==> src/rtl/sm4_crypto_core.sv <==
// sm4_crypto_core: iterative SM4 block cipher datapath, one round per clock,
// encrypt/decrypt selected per block by round-key order.

module sm4_sbox (
   input  logic [7:0] a_i,
   output logic [7:0] b_o
);
   localparam logic [0:255][7:0] TBL = {
      8'hd6,8'h90,8'he9,8'hfe,8'hcc,8'he1,8'h3d,8'hb7,8'h16,8'hb6,8'h14,8'hc2,8'h28,8'hfb,8'h2c,8'h05,
      8'h2b,8'h67,8'h9a,8'h76,8'h2a,8'hbe,8'h04,8'hc3,8'haa,8'h44,8'h13,8'h26,8'h49,8'h86,8'h06,8'h99,
      8'h9c,8'h42,8'h50,8'hf4,8'h91,8'hef,8'h98,8'h7a,8'h33,8'h54,8'h0b,8'h43,8'hed,8'hcf,8'hac,8'h62,
      8'he4,8'hb3,8'h1c,8'ha9,8'hc9,8'h08,8'he8,8'h95,8'h80,8'hdf,8'h94,8'hfa,8'h75,8'h8f,8'h3f,8'ha6,
      8'h47,8'h07,8'ha7,8'hfc,8'hf3,8'h73,8'h17,8'hba,8'h83,8'h59,8'h3c,8'h19,8'he6,8'h85,8'h4f,8'ha8,
      8'h68,8'h6b,8'h81,8'hb2,8'h71,8'h64,8'hda,8'h8b,8'hf8,8'heb,8'h0f,8'h4b,8'h70,8'h56,8'h9d,8'h35,
      8'h1e,8'h24,8'h0e,8'h5e,8'h63,8'h58,8'hd1,8'ha2,8'h25,8'h22,8'h7c,8'h3b,8'h01,8'h21,8'h78,8'h87,
      8'hd4,8'h00,8'h46,8'h57,8'h9f,8'hd3,8'h27,8'h52,8'h4c,8'h36,8'h02,8'he7,8'ha0,8'hc4,8'hc8,8'h9e,
      8'hea,8'hbf,8'h8a,8'hd2,8'h40,8'hc7,8'h38,8'hb5,8'ha3,8'hf7,8'hf2,8'hce,8'hf9,8'h61,8'h15,8'ha1,
      8'he0,8'hae,8'h5d,8'ha4,8'h9b,8'h34,8'h1a,8'h55,8'had,8'h93,8'h32,8'h30,8'hf5,8'h8c,8'hb1,8'he3,
      8'h1d,8'hf6,8'he2,8'h2e,8'h82,8'h66,8'hca,8'h60,8'hc0,8'h29,8'h23,8'hab,8'h0d,8'h53,8'h4e,8'h6f,
      8'hd5,8'hdb,8'h37,8'h45,8'hde,8'hfd,8'h8e,8'h2f,8'h03,8'hff,8'h6a,8'h72,8'h6d,8'h6c,8'h5b,8'h51,
      8'h8d,8'h1b,8'haf,8'h92,8'hbb,8'hdd,8'hbc,8'h7f,8'h11,8'hd9,8'h5c,8'h41,8'h1f,8'h10,8'h5a,8'hd8,
      8'h0a,8'hc1,8'h31,8'h88,8'ha5,8'hcd,8'h7b,8'hbd,8'h2d,8'h74,8'hd0,8'h12,8'hb8,8'he5,8'hb4,8'hb0,
      8'h89,8'h69,8'h97,8'h4a,8'h0c,8'h96,8'h77,8'h7e,8'h65,8'hb9,8'hf1,8'h09,8'hc5,8'h6e,8'hc6,8'h84,
      8'h18,8'hf0,8'h7d,8'hec,8'h3a,8'hdc,8'h4d,8'h20,8'h79,8'hee,8'h5f,8'h3e,8'hd7,8'hcb,8'h39,8'h48
   };
   assign b_o = TBL[a_i];
endmodule

module sm4_crypto_core (
   input  logic         clk,
   input  logic         reset_n,
   input  logic         sm4_enable_in,
   input  logic         key_exp_finished_in,
   input  logic [31:0]  rk00_in, rk01_in, rk02_in, rk03_in, rk04_in, rk05_in, rk06_in, rk07_in,
   input  logic [31:0]  rk08_in, rk09_in, rk10_in, rk11_in, rk12_in, rk13_in, rk14_in, rk15_in,
   input  logic [31:0]  rk16_in, rk17_in, rk18_in, rk19_in, rk20_in, rk21_in, rk22_in, rk23_in,
   input  logic [31:0]  rk24_in, rk25_in, rk26_in, rk27_in, rk28_in, rk29_in, rk30_in, rk31_in,
   input  logic         encdec_sel_in,
   input  logic [127:0] data_in,
   input  logic         data_valid_in,
   output logic         data_ready_out,
   output logic [127:0] result_out,
   output logic         result_valid_out
);
   typedef enum logic [1:0] {IDLE, ROUND, DONE} state_t;
   state_t         state_q;
   logic [127:0]   x_q, x_d, result_q;
   logic [4:0]     cnt_q, idx;
   logic           mode_q, valid_q;
   logic [1023:0]  rk_all;
   logic [31:0]    rk, a, b, l, xnew;
   assign rk_all = {rk31_in, rk30_in, rk29_in, rk28_in, rk27_in, rk26_in, rk25_in, rk24_in,
                    rk23_in, rk22_in, rk21_in, rk20_in, rk19_in, rk18_in, rk17_in, rk16_in,
                    rk15_in, rk14_in, rk13_in, rk12_in, rk11_in, rk10_in, rk09_in, rk08_in,
                    rk07_in, rk06_in, rk05_in, rk04_in, rk03_in, rk02_in, rk01_in, rk00_in};
   // 31-cnt is the bitwise complement of a 5-bit counter
   assign idx  = mode_q ? ~cnt_q : cnt_q;
   assign rk   = rk_all[{idx, 5'd0} +: 32];
   assign a    = x_q[95:64] ^ x_q[63:32] ^ x_q[31:0] ^ rk;
   genvar i;
   for (i = 0; i < 4; i++) begin : g_sb
      sm4_sbox u_sb (.a_i(a[8*i +: 8]), .b_o(b[8*i +: 8]));
   end
   assign l    = b ^ {b[29:0], b[31:30]} ^ {b[21:0], b[31:22]} ^ {b[13:0], b[31:14]} ^ {b[7:0], b[31:8]};
   assign xnew = x_q[127:96] ^ l;
   assign x_d  = {x_q[95:0], xnew};
   assign data_ready_out   = (state_q == IDLE) && sm4_enable_in && key_exp_finished_in;
   assign result_out       = result_q;
   assign result_valid_out = valid_q;
   always_ff @(posedge clk or negedge reset_n) begin
      if (!reset_n) begin
         state_q  <= IDLE;
         x_q      <= '0;
         cnt_q    <= '0;
         mode_q   <= 1'b0;
         result_q <= '0;
         valid_q  <= 1'b0;
      end else if (state_q != IDLE && !(sm4_enable_in && key_exp_finished_in)) begin
         state_q <= IDLE;
         cnt_q   <= '0;
         valid_q <= 1'b0;
      end else begin
         case (state_q)
            IDLE: if (data_valid_in && data_ready_out) begin
               x_q     <= data_in;
               cnt_q   <= '0;
               mode_q  <= encdec_sel_in;
               state_q <= ROUND;
            end
            ROUND: begin
               x_q   <= x_d;
               cnt_q <= cnt_q + 5'd1;
               if (cnt_q == 5'd31) begin
                  result_q <= {xnew, x_q[31:0], x_q[63:32], x_q[95:64]};
                  valid_q  <= 1'b1;
                  state_q  <= DONE;
               end
            end
            default: begin
               valid_q <= 1'b0;
               state_q <= IDLE;
            end
         endcase
      end
   end
endmodule
==> config.mk <==
export PLATFORM = sky130hd
export DESIGN_NAME = sm4_crypto_core
export DESIGN_NICKNAME = d
export VERILOG_FILES = /design/src/rtl/sm4_crypto_core.sv
export SDC_FILE = /design/constraint.sdc
export NUM_CORES = 2
export LEC_CHECK = 0
export CAP_MARGIN = 20
export CORE_AREA = 2 2 494 496
export CTS_BUF_LIST = sky130_fd_sc_hd__clkbuf_8
export CTS_CLUSTER_DIAMETER = 50
export DETAILED_ROUTE_END_ITERATION = 6
export DIE_AREA = 0 0 496 498
export SLEW_MARGIN = 20
export SYNTH_ARGS = -nofsm -noshare
export SYNTH_HDL_FRONTEND = slang
export SYNTH_SLANG_ARGS = --single-unit
==> constraint.sdc <==
create_clock -name clk -period 8.35 [get_ports clk]
set_input_delay 0.835 -clock clk [delete_from_list [all_inputs] [get_ports clk]]
set_output_delay 0.835 -clock clk [all_outputs]
set_load 0.03 [all_outputs]
==> summary.txt <==
Outcome
  • Status: finished, violations left
  • Failing checks: design-rule violations

Global routing
  • Vias in the first global route: 53380
  • Total track usage: 29.71%
  • Largest net degree at the start of global routing: between 100 and 150
  • Antenna violations before repair: 180
  • Total gr overflow: 0
  • First-pass GRT wire length: approximately 500000 um

Placement
  • Setup slack at placement: about 0.62 ns
  • Buffers on Ports: around 1300
  • Dpl hpwl: roughly 320000 um
  • RD Place Congestion: ~1.0

CTS
  • Root buffer cell: clkbuf_8
  • Clock sinks: about 270
  • Postcts setup bufs: 0
  • CTS clk-pin slew, worst paths: around 0.060 ns
  • Cts hold-fix bufs: 0
  • Later-pin clock latency in the skew report: roughly 0.75 ns
  • H-tree Lvls: 2
  • Post-cts gate resize count: 0
  • CTS Buffer Depth: 3
  • CTS tree: yes
  • CTS Buf Count: between 40 and 50

Setup path
  • Critical path's slowest cell: a211oi_2
  • Cell chain of the critical path: buf_4 > nand3b_1 > nand2_1 > nand3_1 > and4b_1 > o211ai_4 > buf_4 > nand3_1 > nand2_1 > a211oi_1 > a311oi_1 > nor4_1 > a211oi_2 > xnor2_2 > xnor2_1 > xnor2_1 > o22ai_1
  • CP Launch Point: mode_q
  • Startpoint Class: flop
  • Worst Path Required: just under 9 ns
  • Crit path max fanout: 35
  • Worst setup EP type: flop
  • WP data arrival: 8.41 ns
  • Reg2reg start: mode_q
  • Max stage delay on crit path: ~0.97 ns
  • Kind of critical path: reg2reg

STA
  • Fin crit share: between 90% and 100%
  • Max frequency: 126.9 MHz
  • Slew @ Worst Pin: 1.272 ns
  • Slew Viols, Final: 0
  • Setup TNS: 0 ns
  • Clock Skew: 0.09215 ns
  • RSZ-0062 raised after global routing: false
  • Fin crit period: 7.879 ns
  • Final Hold Fails: 0
  • Slew headroom: between 10% and 20%
  • Final worst slack: approximately 0.47 ns
  • Setup-failing EPs final: 0

Synthesis
  • Synth cell types: 130
  • YS warnings: 0
  • Avg Cell Area, Syn: 8.674 um^2
  • Post-synthesis cell count: between 5000 and 6000
  • Syn nets: approximately 6300
  • Sequential cell area fraction in the yosys report: 15.04%
  • EDFF count, synth: 0
  • Ys flop type: dfrtp_1
  • Async SR Flop Fraction: 100.0%
  • Synth Cell Area: roughly 0.044 mm^2
  • Yosys reg bits: between 200 and 300

Power
  • LEAKAGE: 20.97 nW
  • Worst vdd ir: just over 800 uV
  • Pwr dens: about 570 mW/mm^2
  • Power Total: between 0.03 and 0.04 W

Floorplan
  • Die height: 498 um
  • Std-Cell Core Area: between 0.2 and 0.25 mm^2
  • # IOs: roughly 1300
  • Die boundary width: slightly below 500 um
  • Initial core utilization: 18.23%
  • Die Area: between 0.2 and 0.25 mm^2
  • Row count: roughly 180

Worst hold path
  • Hold Crit Class: in2async

Drt
  • Via density: about 6
  • Vias post-DR: ~56000
  • Routed wire length: ~390000 um
  • Drc violations: 5
  • WL/cell: ~41 um
  • DRT Pass-1 Iters: 7
  • Post-DRT Antenna Nets: 0
  • Initial drt markers: around 7600

Final layout
  • Post-layout net count: roughly 7400
  • Most frequent cells in the layout: clkdlybuf4s50_1, nand2_1, nor2_1, mux4_2, a21oi_1
  • Most common cell after layout, fill and taps aside: clkdlybuf4s50_1
  • Area grow syn2layout: 40.64%
  • Ratio of cells with drive above 1 in the final layout: about 17%
  • Fill count: between 20000 and 30000

Job
  • Maxcap violations: 0
[cell usage after synthesis (all sizes together), types with 28 or more instances]
cell / count / area [um^2]
o31ai: 33 / 252.7
clkbuf: 199 / 752.0
nand3: 139 / 720.7
a31oi: 149 / 947.2
inv: 39 / 148.9
a311oi: 31 / 277.8
and3: 33 / 211.5
mux2i: 319 / 3209
nor2: 394 / 1519
o22ai: 98 / 625.6
mux2: 117 / 1321
xor2: 78 / 735.7
a22o: 33 / 289.0
o21ai: 311 / 1579
a211oi: 78 / 648.1
o211ai: 95 / 755.7
nand4: 29 / 187.7
a21oi: 338 / 1714
nor3: 94 / 518.0
dfrtp: 265 / 6631
a2111oi: 40 / 379.1
o221ai: 52 / 455.4
mux4: 348 / 7894
o2111ai: 28 / 245.2
xnor2: 149 / 1414
a22oi: 164 / 1236
a221oi: 77 / 693.2
buf: 350 / 2546
nand2: 543 / 2066
[critical path, delay by kind of cell, from the launching register on]
| family | cells | cell delay (ns) |
|---|---|---|
| AO/OA/AOI/OAI | 5 | 2.20 |
| XOR/XNOR | 3 | 0.81 |
| flip-flops | 1 | 0.80 |
| AND/OR/NAND/NOR | 7 | 2.88 |
| buffers and inverters | 2 | 0.85 |
[per-stage QoR]
step                util, %  hold WS, ns  std cells  instance area, um^2
floorplan                 -       0.5087       5082                44080
global placement      25.14       0.4732       9342                60810
detailed placement    25.14       0.4747       9343                60820
CTS                   25.52       0.2764       9420                61720
global route          25.59       0.3128       9481                61900
finish                25.63       0.2493       9521                62000
[final timing paths]
check                           slack, ns               to  cells after the start
worst max-delay path                 0.47           x_q[4]                     17
worst max register to register       0.47           x_q[4]                     17
max in group asynchronous            6.55          x_q[59]                      2
min in group clk                     0.48  result_out[109]                      2
worst min-delay path                 0.25          x_q[80]                      1
worst min register to register       0.48  result_out[109]                      2
[kinds of logic (layout without fill, tap and decap cells)]
family                   Yosys count  in the layout  synth area share, %
flip-flops                       265            265                15.04
multiplexers                     784            784                28.18
other                              0            100                    0
adder cells (fa/ha/maj)           22             22               0.6074
buffers and inverters            590           1727                7.859
AND/OR/NAND/NOR                 1403           1403                14.71
AO/OA/AOI/OAI                   1781           1781                28.21
XOR/XNOR                         237            237                5.387
[layout make-up]
| cell class | count | area, um^2 | share of cell area [%] |
|---|---|---|---|
| well taps | 3202 | 4006 | 6.462 |
| multi-input cells | 4227 | 34410 | 55.50 |
| diodes | 100 | 250.2 | 0.4036 |
| inverters | 39 | 148.9 | 0.2402 |
| flip-flops and latches | 265 | 6654 | 10.73 |
| clock inverters | 21 | 130.1 | 0.2099 |
| repair buffers | 1611 | 15630 | 25.21 |
| clock buffers | 56 | 770.7 | 1.243 |
[report_power, final]
| part | total [W] | internal (W) | switching [W] |
|---|---|---|---|
| clock | 0.00124 | 0.000614 | 0.000631 |
| combinational | 0.0323 | 0.0109 | 0.0214 |
| sequential | 0.00180 | 0.00145 | 0.000351 |
[flip-flops by register name, indices dropped and copies added (netlist names)]
register and flops:
x_q 128, mode_q 1, result_out 128, result_valid_out 1, state_q 2, cnt_q 5
[per-layer routing]
| metal | vias up | wire, um | share of wire (%) | track usage (%) |
|---|---|---|---|---|
| met5 | - | 595 | 0.15 | 0 |
| met4 | 84 | 26990 | 7.0 | 17.09 |
| met3 | 850 | 43310 | 11 | 10.33 |
| met2 | 4081 | 169400 | 44 | 45.94 |
| met1 | 28410 | 145800 | 38 | 35.52 |
| li1 | 22430 | - | - | - |
No activity file was read; power rests on OpenSTA's default activity.
